[config.mk]
export PLATFORM = sky130hd
export DESIGN_NAME = weight_loader
export DESIGN_NICKNAME = d
export VERILOG_FILES = /design/src/rtl/weight_loader.sv
export SDC_FILE = /design/constraint.sdc
export NUM_CORES = 1
export LEC_CHECK = 0
export CAP_MARGIN = 20
export CORE_MARGIN = 5
export CORE_UTILIZATION = 59
export CTS_CLUSTER_DIAMETER = 30
export DETAILED_ROUTE_END_ITERATION = 16
export PLACE_DENSITY = 0.88
export SETUP_SLACK_MARGIN = 0.3
export SYNTH_ARGS = -nofsm -noshare
export SYNTH_HDL_FRONTEND = slang
export SYNTH_SLANG_ARGS = --single-unit
[constraint.sdc]
create_clock -name clk_i -period 4.75 [get_ports clk_i]
set_input_delay 0.7125 -clock clk_i [delete_from_list [all_inputs] [get_ports clk_i]]
set_output_delay 0.7125 -clock clk_i [all_outputs]
set_load 0.01 [all_outputs]
[src/rtl/weight_loader.sv]
// weight_loader: receives a weight frame over valid/ready, stages it in shadow
// registers, checks the XOR checksum and commits all weights atomically.
//
// state  | meaning
// -------+-------------------------------------------------------------
// S_IDLE | no load in progress, active weights stable
// S_LOAD | accepting weight bytes, then the checksum byte
// S_ERR  | last frame failed its checksum, error_o held until next start
module weight_loader #(
    parameter int N_HIDDEN = 8,
    parameter int N_IN     = 4,
    parameter int W_WIDTH  = 8
) (
    input  logic                             clk_i,
    input  logic                             rst_i,
    input  logic                             en_i,
    input  logic                             load_start_i,
    input  logic                             data_valid_i,
    input  logic [W_WIDTH-1:0]               data_i,
    output logic                             data_ready_o,
    output logic                             busy_o,
    output logic                             done_o,
    output logic                             error_o,
    output logic [5:0]                       byte_cnt_o,
    output logic [N_HIDDEN*N_IN*W_WIDTH-1:0] hidden_w_o,
    output logic [N_HIDDEN*W_WIDTH-1:0]      out_w_o
);

    localparam int         NH   = N_HIDDEN * N_IN;
    localparam int         NW   = NH + N_HIDDEN;
    localparam int         BITS = NW * W_WIDTH;
    localparam logic [5:0] NW_C = 6'(NW);

    typedef enum logic [1:0] {
        S_IDLE = 2'd0,
        S_LOAD = 2'd1,
        S_ERR  = 2'd2
    } state_t;

    state_t              state_q, state_d;
    logic [5:0]          cnt_q, cnt_d;
    logic [W_WIDTH-1:0]  csum_q, csum_d;
    logic [BITS-1:0]     shadow_q, shadow_d;
    logic [BITS-1:0]     act_q, act_d;
    logic                done_q, done_d;
    logic                err_q, err_d;

    logic start;
    logic accept;

    // A start request outranks a byte presented in the same cycle.
    assign start  = en_i & load_start_i;
    assign accept = (state_q == S_LOAD) & en_i & data_valid_i & ~load_start_i;

    // Next-state logic for the loader FSM, staging and commit.
    always_comb begin
        state_d  = state_q;
        cnt_d    = cnt_q;
        csum_d   = csum_q;
        shadow_d = shadow_q;
        act_d    = act_q;
        done_d   = 1'b0;
        err_d    = err_q;
        if (start) begin
            state_d = S_LOAD;
            cnt_d   = 6'd0;
            csum_d  = '0;
            err_d   = 1'b0;
        end else if (accept) begin
            if (cnt_q == NW_C) begin
                cnt_d = 6'd0;
                if (data_i == csum_q) begin
                    act_d   = shadow_q;
                    done_d  = 1'b1;
                    state_d = S_IDLE;
                end else begin
                    err_d   = 1'b1;
                    state_d = S_ERR;
                end
            end else begin
                for (int k = 0; k < NW; k++) begin
                    if (cnt_q == 6'(k)) begin
                        shadow_d[k*W_WIDTH +: W_WIDTH] = data_i;
                    end
                end
                csum_d = csum_q ^ data_i;
                cnt_d  = cnt_q + 6'd1;
            end
        end
    end

    // State registers; reset clears active weights as well as the shadow copy.
    always_ff @(posedge clk_i or negedge rst_i) begin
        if (!rst_i) begin
            state_q  <= S_IDLE;
            cnt_q    <= 6'd0;
            csum_q   <= '0;
            shadow_q <= '0;
            act_q    <= '0;
            done_q   <= 1'b0;
            err_q    <= 1'b0;
        end else begin
            state_q  <= state_d;
            cnt_q    <= cnt_d;
            csum_q   <= csum_d;
            shadow_q <= shadow_d;
            act_q    <= act_d;
            done_q   <= done_d;
            err_q    <= err_d;
        end
    end

    assign data_ready_o = (state_q == S_LOAD) & en_i;
    assign busy_o       = (state_q == S_LOAD);
    assign done_o       = done_q;
    assign error_o      = err_q;
    assign byte_cnt_o   = cnt_q;
    assign hidden_w_o   = act_q[NH*W_WIDTH-1:0];
    assign out_w_o      = act_q[BITS-1:NH*W_WIDTH];

endmodule

==> impl_metrics.csv, run 1 <==
group,metric,value,unit
layout,final_area,0.0334,mm^2
sta,tns,0,ns
flow_run,maxCapViolations,0,
floorplanning,core-area,0.0420,mm^2
placed_design,placed_cell_area,0.0290,mm^2
synthesis,yosys-top-cells-count,"658 x dfrtp_1, 351 x mux2_2, 289 x mux2_1, 40 x nor2_2, 37 x clkbuf_1",
global_route,grt_pass1_wl,106,mm
sta,fin_worst_skew,0.0253,ns
critical_path,crit_slowest_cell,"and4bb_1",
placed_design,port_buffers,342,
sta,min_period,3.06,ns
layout,nNetsFinal,1955,
outcome,status,"finished clean",
cts,cts.clk_slew.worst_paths,0.05,ns
sta,max_freq,327,MHz
cts,clk_latency,0.68,ns
global_route,grt.met2_usage,0.479,
route,vias,14900,
critical_path,crit_arrival,3.59,ns
global_route,antenna_found_initial,4,
synthesis,yosysTopAreaCell,"dfrtp_1",
synthesis,synth-edff-count,0,
cts,postCtsHoldBufs,0,
floorplanning,die_w,216,um
global_route,grtUsageTotal,0.292,
sta,slew_headroom,0.338,
global_route,met3_usage,0.0712,
pwr,p_leak,16.7,nW
synthesis,syn_avg_cell_area,16.5,um^2
global_route,grt_max_degree,122,
critical_path,crit_required,5.28,ns
synthesis,syn_area,0.0251,mm^2
global_route,grt_pass1_vias,17100,
sta,rsz0062_at_grt,"no",
placed_design,gp_congestion,0.787,
cts,clockRootBuffer,"clkbuf_16",
layout,fillerInstances,2050,
cts,cts_max_level,3,
sta,finalCritPeriodShare,0.645,
layout,final_util,0.794,
synthesis,postSynthCellCount,1522,
cts,cts_made_buffers,120,
global_route,grt-ovfl-total,0,
worst_hold_path,hp-class,"in -> async",
sta,finalSetupViolCount,0,
cts,cts_tree,"built",
route,wl_per_cell,25.8,um
cts,cts_resized,0,
floorplanning,rows,75,
synthesis,synth.most_common_cell,"dfrtp_1",
layout,drive_above_1_share,0.317,
layout,area_growth,32.8,%
synthesis,ys_top_cells_by_area,"dfrtp_1 66%, mux2_2 16%, mux2_1 13%",
synthesis,ys_warn_count,0,
critical_path,crit_chain,"and4bb_1 > nand4_2 > nor3_4 > buf_4 > mux2_1",
cts,postCtsSetupBuffers,0,
placed_design,dp_hpwl,37.7,mm
critical_path,cp-start-kind,"flip-flop",
route,drt_iter0_markers,929,
pwr,ir_worst_vdd,0.000336,V
critical_path,r2r_cells,5,
global_route,busiest_layer,"met2",
sta,hold_viol,0,
critical_path,cpPeakStageDelay,0.62,ns
synthesis,synth_cell_types,36,
global_route,use_met1,0.378,
synthesis,ys_seq_elements,658,
synthesis,syn-num-nets,1539,
synthesis,yosysSeqAreaShare,0.655,
route,routed_wl,66.6,mm
synthesis,synth_top_area_share,0.655,
critical_path,crit_type,"reg -> reg",
route,post-route-drc-count,0,
critical_path,endpoint_kind,"flip-flop",
route,antenna_left,0,
floorplanning,ios,343,
critical_path,worstPathMaxFanout,42,
cts,clockBufferDepth,3,
synthesis,ys.flop_type,"dfrtp_1",
route,drt_first_pass_iters,5,
sta,drv_slew,0,
floorplanning,dieArea,0.0468,mm^2
pwr,p_per_area,454,mW/mm^2
sta,worstMarginPinSlew,0.990,ns
synthesis,synth_async_sr_flop_share,1.00,
route,vias_per_cell,5.78,
floorplanning,die_y,216,um
cts,clock_sinks,658,
floorplanning,initial_core_util,0.598,
[metrics by stage]
step	worst slack [ns]	instances	hold slack (ns)	power, mW
2_1_floorplan	2.46	1522	0.417	5.98
3_3_place_gp	1.23	2355	0.467	6.20
3_5_place_dp	1.15	2355	0.474	6.22
4_1_cts	1.75	2582	0.187	15.2
5_1_grt	1.59	2584	0.240	15.6
6_report	1.69	2584	0.169	15.2
[layout make-up]
| cell class | instances | area (um^2) | share of cell area |
|---|---|---|---|
| tap | 539 | 674 | 0.0202 |
| antenna | 2 | 5.00 | 0.000150 |
| inverter | 11 | 41.3 | 0.00124 |
| clock buffer | 151 | 3340 | 0.100 |
| timing repair buffer | 371 | 3690 | 0.111 |
| sequential | 658 | 16500 | 0.494 |
| multi-input combinational | 776 | 8120 | 0.243 |
| clock inverter | 76 | 1020 | 0.0306 |
[worst max-delay path, delay by kind of cell, from the launching register on]
family,cells,cell delay (ns)
and+or+nand+nor,3,1.39
buffers and inverters,1,0.59
DFF,1,0.52
muxes,1,0.41
[placed cells by master (no fill, tap or decap), types with 13 or more instances in the layout]
cell             synthesis  routed
dfrtp_1                658     658
mux2_2                 351     351
clkdlybuf4s50_1          0     333
mux2_1                 289     289
clkbuf_16                0     122
nor2_2                  40      40
clkinv_2                 0      23
buf_4                   12      22
bufinv_16                0      20
clkbuf_8                 0      18
xnor2_1                 16      16
nand3_1                 13      13
clkinvlp_4               0      13
[final timing paths]
check                      slack, ns       endpoint     startpoint
max in group asynchronous       3.29     act_q[181]          rst_i
min reg2reg                     0.47      act_q[73]   shadow_q[73]
min in group clk_i              0.47      act_q[73]   shadow_q[73]
max reg2reg                     1.69     act_q[285]  byte_cnt_o[2]
max                             1.69     act_q[285]  byte_cnt_o[2]
min                             0.17  shadow_q[249]          rst_i
[cells by family (layout without fill, tap and decap cells)]
kind of cell / count (synthesis) / count (layout) / synth area share
AOI/OAI and AO/OA: 23 / 23 / 0.00643
xor gates and xnor gates: 18 / 18 / 0.00628
adders and majority gates: 4 / 4 / 0.00199
buffers and inverters: 88 / 609 / 0.0213
DFF: 658 / 658 / 0.655
muxes: 640 / 640 / 0.287
other: 0 / 2 / 0
and+or+nand+nor: 91 / 91 / 0.0216
[layer usage]
metal | part of all wire | up-vias
li1 | - | 6244
met2 | 0.50 | 583
met5 | 0.00026 | -
met1 | 0.40 | 7963
met3 | 0.062 | 152
met4 | 0.036 | 2
[registers in the layout, indices dropped and copies added, names as in the netlist]
name / count
act_q: 320
shadow_q: 320
csum_q: 8
byte_cnt_o: 6
state_q: 2
done_o: 1
error_o: 1
[where the power goes]
group	internal, mW	switching (mW)
clock network	6.07	2.95
logic	0.117	0.268
registers	5.70	0.0572
total	11.9	3.28
Power figures use the tool's default switching activity.
==> run 2: changes to the inputs <==
- CORE_UTILIZATION: 59 -> 55
- PLACE_DENSITY: 0.88 -> 0.83
- clock period: 4.75 -> 2.84 ns (I/O delays scaled with it)
==> impl_metrics.csv, run 2 (synthesis gave the netlist of run 1 again) <==
group,metric,value,unit
outcome,status,"finished clean",
sta,finalSetupViolCount,0,
critical_path,crit_slowest_cell,"dfrtp_1",
sta,slew_headroom,0.510,
critical_path,endpoint_kind,"flip-flop",
pwr,finalPower,24.6,mW
cts,clockRootBuffer,"clkbuf_16",
placed_design,gp_congestion,0.814,
floorplanning,core-area,0.0453,mm^2
critical_path,worstPathMaxFanout,32,
critical_path,crit_required,3.37,ns
flow_run,maxCapViolations,0,
worst_hold_path,hp-class,"in -> async",
layout,reg_top3,"act_q: 320 flops, shadow_q: 320 flops, csum_q: 8 flops",
critical_path,crit_arrival,2.99,ns
cts,clock_sinks,658,
critical_path,crit_type,"reg -> reg",
placed_design,dp_hpwl,39.0,mm
sta,rsz0062_at_grt,"no",
cts,postCtsSetupBuffers,0,
cts,cts_max_level,3,
global_route,grt_pass1_vias,16800,
critical_path,cpPeakStageDelay,0.48,ns
sta,fin_worst_skew,0.0218,ns
critical_path,crit_chain,"and4bb_2 > nand4_2 > nor3_4 > buf_12 > buf_12 > mux2_1",
sta,tns,0,ns
pwr,p_leak,16.8,nW
route,vias,14900,
sta,min_period,2.46,ns
cts,clk_latency,0.66,ns
sta,finalCritPeriodShare,0.866,
floorplanning,die_y,224,um
critical_path,cp_top_family,"simple AND/OR/NAND/NOR gates",
layout,nNetsFinal,1995,
pwr,p_per_area,730,mW/mm^2
global_route,grt_pass1_wl,102,mm
route,routed_wl,65.8,mm
layout,final_area,0.0337,mm^2
critical_path,cp-start-kind,"flip-flop",
global_route,grtUsageTotal,0.265,
layout,fillerInstances,2617,
layout,drive_above_1_share,0.332,
floorplanning,dieArea,0.0500,mm^2
placed_design,placed_cell_area,0.0296,mm^2
sta,max_freq,407,MHz
cts,clockBufferDepth,3,
layout,seqCellArea,0.0165,mm^2
global_route,grt_max_degree,107,
layout,final_common_cell,"dfrtp_1",
floorplanning,rows,78,
route,drt_first_pass_iters,5,
cts,cts.clk_slew.worst_paths,0.05,ns
route,post-route-drc-count,0,
route,wl_per_cell,24.5,um
critical_path,cp_num_buf_inv,2,
global_route,grt-ovfl-total,0,
floorplanning,die_w,224,um
floorplanning,ios,343,
cts,cts_tree,"built",
placed_design,port_buffers,342,
route,drt_iter0_markers,846,
sta,hold_viol,0,
floorplanning,initial_core_util,0.555,
sta,drv_slew,0,
sta,worstMarginPinSlew,0.735,ns
critical_path,cpMostUsedCell,"buf_12",
cts,cts_made_buffers,116,
global_route,antenna_found_initial,1,
pwr,ir_worst_vdd,0.000633,V
layout,area_growth,34.3,%
route,vias_per_cell,5.55,
route,antenna_left,0,
layout,multiInputGateArea,0.00813,mm^2
layout,final_cell_mix,"658 x dfrtp_1, 351 x mux2_2, 333 x clkdlybuf4s50_1",
[run 2: stage by stage]
step | hold WS (ns) | worst slack (ns) | util | instances
3_5_place_dp | 0.429 | -0.146 | 0.653 | 2459
6_report | 0.328 | 0.381 | 0.745 | 2679
2_1_floorplan | 0.130 | 0.722 | - | 1522
3_3_place_gp | 0.428 | -0.0977 | 0.653 | 2459
4_1_cts | 0.325 | 0.373 | 0.745 | 2678
5_1_grt | 0.357 | 0.304 | 0.745 | 2679
[run 2: path summary, 6_finish.rpt]
| path | startpoint | to | slack [ns] | cells past startpoint |
|---|---|---|---|---|
| min in group clk_i | data_i[3] | state_q[1] | 0.45 | 5 |
| max reg2reg | byte_cnt_o[5] | act_q[248] | 0.38 | 6 |
| min reg2reg | shadow_q[316] | act_q[316] | 0.48 | 1 |
| max | byte_cnt_o[5] | act_q[248] | 0.38 | 6 |
| min | rst_i | shadow_q[261] | 0.33 | 2 |
| max in group asynchronous | rst_i | act_q[3] | 1.51 | 3 |
[run 2: metal layers]
metal | track usage | vias to the layer above | share of wire | wire [um]
met4 | 0.103 | 0 | 0.030 | 1950
met3 | 0.0740 | 127 | 0.067 | 4400
li1 | - | 6323 | - | -
met1 | 0.334 | 7925 | 0.40 | 26100
met5 | 0 | - | 0 | 0
met2 | 0.441 | 482 | 0.51 | 33400
[run 2: power breakdown]
| group | leakage, nW | internal [mW] | total, mW | switching (mW) |
|---|---|---|---|---|
| Sequential | 9.16 | 9.53 | 9.64 | 0.108 |
| Combinational | 5.64 | 0.205 | 0.652 | 0.447 |
| Clock | 2.02 | 9.35 | 14.4 | 5.00 |
[run 2: layout make-up]
| cell class | count | share of cell area |
|---|---|---|
| Antenna cell | 1 | 0.0000742 |
| Multi-Input combinational cell | 776 | 0.241 |
| Sequential cell | 658 | 0.488 |
| Clock buffer | 136 | 0.0928 |
| Tap cell | 600 | 0.0223 |
| Clock inverter | 82 | 0.0302 |
| Timing Repair Buffer | 415 | 0.125 |
| Inverter | 11 | 0.00122 |
[run 2: repair_timing]
action                     CTS  global route
hold buffers                 1             0
pin swaps                    0             0
hold endpoints to repair    48             0
resized for setup            2             1
setup endpoints to repair   13             1
